### config.mk
export PLATFORM = sky130hd
export DESIGN_NAME = note_voice_allocator
export DESIGN_NICKNAME = d
export VERILOG_FILES = /design/src/rtl/note_voice_allocator.sv
export SDC_FILE = /design/constraint.sdc
export NUM_CORES = 1
export LEC_CHECK = 0
export CORE_MARGIN = 4
export CORE_UTILIZATION = 57
export DETAILED_ROUTE_END_ITERATION = 16
export GPL_ROUTABILITY_DRIVEN = 1
export PLACE_DENSITY = 0.89
export SYNTH_ARGS = -nofsm -noshare
export SYNTH_HDL_FRONTEND = slang
export SYNTH_SLANG_ARGS = --single-unit
### constraint.sdc
create_clock -name clk -period 10.6 [get_ports clk]
set_input_delay 1.59 -clock clk [delete_from_list [all_inputs] [get_ports clk]]
set_output_delay 1.59 -clock clk [all_outputs]
set_load 0.05 [all_outputs]
### src/rtl/note_voice_allocator.sv
`default_nettype none
// ============================================================================
//  Module      : note_voice_allocator
//  Description : Schedules incoming notes onto a bank of NUM_VOICES note
//                players. Each voice keeps a remaining-beats counter. A voice
//                is freed when its counter expires. When every voice is busy,
//                the voice with the fewest beats left is stolen.
//  Revision    : 1.0 - initial release
// ----------------------------------------------------------------------------
//  Ports
//    clk          : system clock
//    reset        : asynchronous active-high reset
//    beat         : one-cycle beat strobe
//    play         : 1 = duration counters run, 0 = counters freeze
//    new_note     : one-cycle request to schedule note/duration
//    note         : note code, valid with new_note
//    duration     : note length in beats, valid with new_note
//    voice_load   : one-hot pulse, voice i starts its held note
//    voice_note   : held note per voice, voice i at [i*NOTE_W +: NOTE_W]
//    voice_active : voice i currently sounding
//    steal        : pulse, the last load evicted an active voice
//    drop         : pulse, the last request had duration 0 and was discarded
//    active_count : number of active voices
// ============================================================================
module note_voice_allocator #(
  parameter int NUM_VOICES = 3,
  parameter int NOTE_W     = 6,
  parameter int DUR_W      = 6
) (
  input  logic                         clk,
  input  logic                         reset,
  input  logic                         beat,
  input  logic                         play,
  input  logic                         new_note,
  input  logic [NOTE_W-1:0]            note,
  input  logic [DUR_W-1:0]             duration,
  output logic [NUM_VOICES-1:0]        voice_load,
  output logic [NUM_VOICES*NOTE_W-1:0] voice_note,
  output logic [NUM_VOICES-1:0]        voice_active,
  output logic                         steal,
  output logic                         drop,
  output logic [3:0]                   active_count
);

  localparam int IDX_W = (NUM_VOICES > 1) ? $clog2(NUM_VOICES) : 1;

  // Registered state
  logic [NUM_VOICES-1:0]        load_q,   load_d;
  logic [NUM_VOICES*NOTE_W-1:0] note_q,   note_d;
  logic [NUM_VOICES-1:0]        active_q, active_d;
  logic [DUR_W-1:0]             rem_q [NUM_VOICES];
  logic [DUR_W-1:0]             rem_d [NUM_VOICES];
  logic                         steal_q,  steal_d;
  logic                         drop_q,   drop_d;
  logic [3:0]                   count_q,  count_d;

  // Allocation helpers
  logic             any_idle;
  logic [IDX_W-1:0] idle_idx;
  logic [IDX_W-1:0] min_idx;
  logic [DUR_W-1:0] min_rem;
  logic [IDX_W-1:0] victim;
  logic             alloc_en;
  logic             tick;

  always_comb begin
    // Lowest-index idle voice: scan downward so the last hit is the lowest.
    any_idle = 1'b0;
    idle_idx = '0;
    for (int i = NUM_VOICES - 1; i >= 0; i--) begin
      if (!active_q[i]) begin
        any_idle = 1'b1;
        idle_idx = IDX_W'(i);
      end
    end

    // Smallest remaining count. A strict compare keeps ties on the lowest index.
    min_idx = '0;
    min_rem = rem_q[0];
    for (int i = 1; i < NUM_VOICES; i++) begin
      if (rem_q[i] < min_rem) begin
        min_rem = rem_q[i];
        min_idx = IDX_W'(i);
      end
    end

    alloc_en = new_note && (duration != '0);
    victim   = any_idle ? idle_idx : min_idx;
    tick     = beat && play;
    steal_d  = alloc_en && !any_idle;
    drop_d   = new_note && (duration == '0);

    load_d   = '0;
    note_d   = note_q;
    active_d = active_q;
    count_d  = '0;
    for (int i = 0; i < NUM_VOICES; i++) begin
      rem_d[i] = rem_q[i];
      if (alloc_en && (victim == IDX_W'(i))) begin
        // A loaded voice takes the full duration and skips this beat.
        load_d[i]                  = 1'b1;
        note_d[i*NOTE_W +: NOTE_W] = note;
        rem_d[i]                   = duration;
        active_d[i]                = 1'b1;
      end else if (tick && active_q[i] && (rem_q[i] != '0)) begin
        rem_d[i] = rem_q[i] - DUR_W'(1);
        if (rem_q[i] == DUR_W'(1)) begin
          active_d[i] = 1'b0;
        end
      end
      count_d = count_d + 4'(active_d[i]);
    end
  end

  always_ff @(posedge clk or posedge reset) begin
    if (reset) begin
      load_q   <= '0;
      note_q   <= '0;
      active_q <= '0;
      steal_q  <= 1'b0;
      drop_q   <= 1'b0;
      count_q  <= '0;
      for (int i = 0; i < NUM_VOICES; i++) begin
        rem_q[i] <= '0;
      end
    end else begin
      load_q   <= load_d;
      note_q   <= note_d;
      active_q <= active_d;
      steal_q  <= steal_d;
      drop_q   <= drop_d;
      count_q  <= count_d;
      for (int i = 0; i < NUM_VOICES; i++) begin
        rem_q[i] <= rem_d[i];
      end
    end
  end

  assign voice_load   = load_q;
  assign voice_note   = note_q;
  assign voice_active = active_q;
  assign steal        = steal_q;
  assign drop         = drop_q;
  assign active_count = count_q;

endmodule
`default_nettype wire

-- Yosys cells after proc, flatten, opt, wreduce, memory -nomap -nowiden
Index checks and enable logic that the tools add are counted.
Widths: inputs -> output; s select.
- add/sub/neg operators: 5
- magnitude comparators: 2
- eq/ne operators: 5
- muxes and demuxes: 28
- reductions and logical operators: 23
- operators by type and width (kind ; count):
    $mux 6 ; 7
    $reduce_bool 6->1 ; 4
    $eq 6x1->1 const B ; 3
    $sub 6x1->6 const B ; 3
    $mux 1 ; 16
    $logic_and 1x1->1 ; 13
    $lt 6x6->1 ; 2
    $mux 2 ; 5
    $logic_not 6->1 ; 1
    $reduce_bool 2->1 ; 3
    $add 2x1->3 ; 1
    $add 1x1->2 ; 1
    $eq 2x1->1 const B ; 1
    $eq 2x2->1 const B ; 1
    $logic_not 2->1 ; 1
    $logic_not 1->1 ; 1
- register bits: 47
- output and inout port bits: 30

-- Depth between registers and ports, before layout
- depth after elaboration: 10
- depth in mapped cells: 17
- depth with buffers taken out: 15

-- Worst setup path before layout
OpenSTA, ideal clock, no wires.
- path type: register -> register
- start: register rem_q[15] (netlist bit)
- end: register count_q[0], in the netlist active_count[0]
- arrival: 3.467 ns
- data required time: 10.536 ns
- path slack: 7.069 ns
- cell stages (with the launch flop): 17
- clock period less this slack: 3.531 ns
- cell sequence: dfrtp_1 inv_1 ha_1 nand4_1 o221ai_4 mux2i_1 ha_1 a211oi_2 nor2_1 o31ai_4 o31ai_1 and3_1 buf_6 buf_8 a21oi_1 fa_1 inv_1
- cells in the longest elaborated chain, start to end: 10
- ends and longest elaborated chain (what ; RTL line ; RTL):
    from (decl) ; 51 ; logic [DUR_W-1:0] rem_q [NUM_VOICES];
    from (signal, indexed assignment) ; 134 ; rem_q[i] <= rem_d[i];
    $lt 6x6->1 ; 81 ; if (rem_q[i] < min_rem) begin
    $mux 6 ; 81 ;
    $lt 6x6->1 ; 81 ;
    $mux 2 ; 81 ;
    $mux 2 ; 88 ; victim = any_idle ? idle_idx : min_idx;
    $eq 2x1->1 / $logic_not 2->1 (equally long branches) ; 99 ; if (alloc_en && (victim == IDX_W'(i))) begin
    $logic_and 1x1->1 ; 99 ;
    $mux 1 ; 99 ;
    $add 1x1->2 ; 111 ; count_d = count_d + 4'(active_d[i]);
    $add 2x1->3 (*) ; 111 ;
    net count_d[0] ; 55 ; logic [3:0] count_q, count_d;
    to (signal assigned) ; 132 ; count_q <= count_d;
    to (decl) ; 55 ;
Mark *: on every way through the listed nets, which the timed path passes. The rest lies on a longest branch.
A chain may end at the register's enable or synchronous reset.

-- Worst setup path in the final report
- start: register rem_q[16] (netlist bit)
- end: register count_q[0], in the netlist active_count[0]
The elaborated chain is that of the path after synthesis.

==> impl_metrics.json <==
{
  "cp-start-kind": "flop",
  "start_util_pct": 60.15,
  "fin_hold_ws_ps": 513.1,
  "gp_congestion": 0.9928,
  "cts_setup_buffers": 0,
  "routed-via-count": 1855,
  "synth-seq-cells": 46,
  "layout_commonest_cell": "dfrtp_1",
  "cts_sinks": 46,
  "drv_cap": 0,
  "crit_fanout": 15,
  "die_y_um": 76.72,
  "synth_edf_count": 0,
  "cts_buffers": 5,
  "avgRoutedWirePerCell_um": 17.92,
  "area_growth_pct": 18.97,
  "htreeDepth": 2,
  "rsz0062_at_grt": "no",
  "clk_path_buf_depth": 2,
  "post_cts_resized": 0,
  "clock_skew_ps": 7.259,
  "drc": 0,
  "clk_pin_slew_ps": 90,
  "outcome": "finished clean",
  "synthDistinctLibCells": 39,
  "critPathArrivalTime_ps": 4320,
  "insertedDiodeCount": 0,
  "ant_nets": 0,
  "final_cell_mix": "dfrtp_1 (46), clkdlybuf4s50_1 (44), mux2_4 (18)",
  "syn_inst": 224,
  "grt-ovfl-total": 0,
  "path_class": "reg2reg",
  "grt_pass1_vias": 1984,
  "clk_latency_ps": 300,
  "max_stage_delay_ps": 760,
  "cts_tree": "built",
  "async_flop_share_pct": 100.0,
  "core-area_um2": 4474,
  "cts_root_buf": "clkbuf_8",
  "routed_via_density": 5.743,
  "end_kind": "flop",
  "synth_area_um2": 2691,
  "drt_iter0_drc": 106,
  "dr.pass1.iters": 4,
  "grt_pass1_wl_um": 9901,
  "setup_tns_ps": 0,
  "die_area_um2": 5885,
  "crit_required_ps": 10800,
  "ys.flop_type": "dfrtp_1",
  "fin_crit_ps": 4115,
  "ios": 47,
  "finalCritPeriodShare_pct": 38.82,
  "finalHoldViolations": 0,
  "drive_gt1_share_pct": 18.08,
  "hp-class": "reg2reg",
  "hold_buffers": 0,
  "crit_chain": "inv_1, ha_1, nand4_1, o221ai_4, mux2i_1, ha_1, o21ai_0, o21a_1, and2_2, o31ai_1, and3_1, a21oi_1, fa_1, inv_1",
  "drt-total-wl_um": 5788,
  "ys_warn_count": 0,
  "dp_hpwl_um": 4249,
  "std_cell_rows": 24,
  "maxSlewHeadroom_pct": 42.88,
  "grt_usage_pct": 21.23,
  "die_w_um": 76.72,
  "fmax_mhz": 243.0,
  "antenna_found_initial": 0,
  "avgSynthCellArea_um2": 12.01,
  "io_buffer_count": 44,
  "setup_viol": 0,
  "crit_slowest_cell": "and3_1",
  "finish.net_count": 304,
  "reg2reg_slack_ps": 6480,
  "grt_max_degree": 47,
  "drv_slew": 0,
  "worst_pin_slew_ps": 856.7,
  "yosysSeqAreaShare_pct": 42.77
}
==> flip-flops by register name (all words and copies together) (netlist names) <==
register and flops:
rem_q 18, voice_note 18, voice_active 3, voice_load 3
active_count 2, drop 1, steal 1
==> through the flow <==
stage / instance area [um^2] / utilization [%] / setup slack [ps] / std cells
floorplan: 2695 / - / 7069 / 225
global placement: 3115 / 69.63 / 6449 / 315
detailed placement: 3115 / 69.63 / 6342 / 315
CTS: 3202 / 71.56 / 6506 / 323
global route: 3202 / 71.56 / 6155 / 323
finish: 3202 / 71.56 / 6485 / 323
==> metal layers <==
layer  vias up  track usage (%)  routed length [um]
li1        883                -                   -
met1       898            28.12                2525
met2        65            34.93                2823
met3         9            3.747                 353
met4         0            7.609                  85
met5         -                0                   0
==> critical path: cells and delay by family (launching register included) <==
kind	cells	cell delay, ps
AO/OA/AOI/OAI	5	1030
multiplexers	1	160
flip-flops	1	430
buffers and inverters	2	140
AND/OR/NAND/NOR	3	1100
adder cells (fa/ha/maj)	3	1170
==> synth_stat cells, types with 3 or more instances <==
master,count,area [um^2]
dfrtp_1,46,1151
mux2_4,18,270.3
ha_1,16,200.2
mux2_2,16,180.2
nand2_1,16,60.06
inv_1,15,56.30
mux2i_1,10,100.1
nor3_1,10,50.05
a21oi_1,8,40.04
nor2_1,7,26.28
xnor2_1,6,52.55
and3_1,5,31.28
nor4_1,5,31.28
nand4_1,4,25.02
nand4b_1,4,35.03
a21o_1,3,22.52
o21ai_0,3,15.01
xor2_1,3,26.28
==> cells by family after synthesis <==
| logic type | after synthesis | share of synthesized area, % |
|---|---|---|
| DFF | 46 | 42.77 |
| buffers and inverters | 22 | 5.532 |
| and+or+nand+nor | 60 | 11.76 |
| muxes | 44 | 20.46 |
| adders and majority gates | 17 | 8.182 |
| other | 1 | 0.1393 |
| AOI/OAI and AO/OA | 25 | 8.229 |
| xor gates and xnor gates | 9 | 2.929 |
==> area by class of cell <==
class | instances | area [um^2]
multi-input cells | 157 | 1395
fillers | 300 | 1272
flip-flops and latches | 46 | 1151
repair buffers | 45 | 447.9
clock buffers | 6 | 72.57
well taps | 52 | 65.06
inverters | 15 | 56.30
clock inverters | 2 | 13.76
==> path summary, 6_finish.rpt <==
path / from / end / cells past startpoint
setup / recovery: rem_q[16] / active_count[0] / 14
hold / removal: voice_note[8] / voice_note[8] / 1
setup reg to reg: rem_q[16] / active_count[0] / 14
hold reg to reg: voice_note[8] / voice_note[8] / 1
max in group asynchronous: reset / rem_q[16] / 3
min in group asynchronous: reset / voice_load[0] / 3
Power is not shown: default switching activity piles up to over one toggle a cycle in this logic, so the estimate is an artifact.
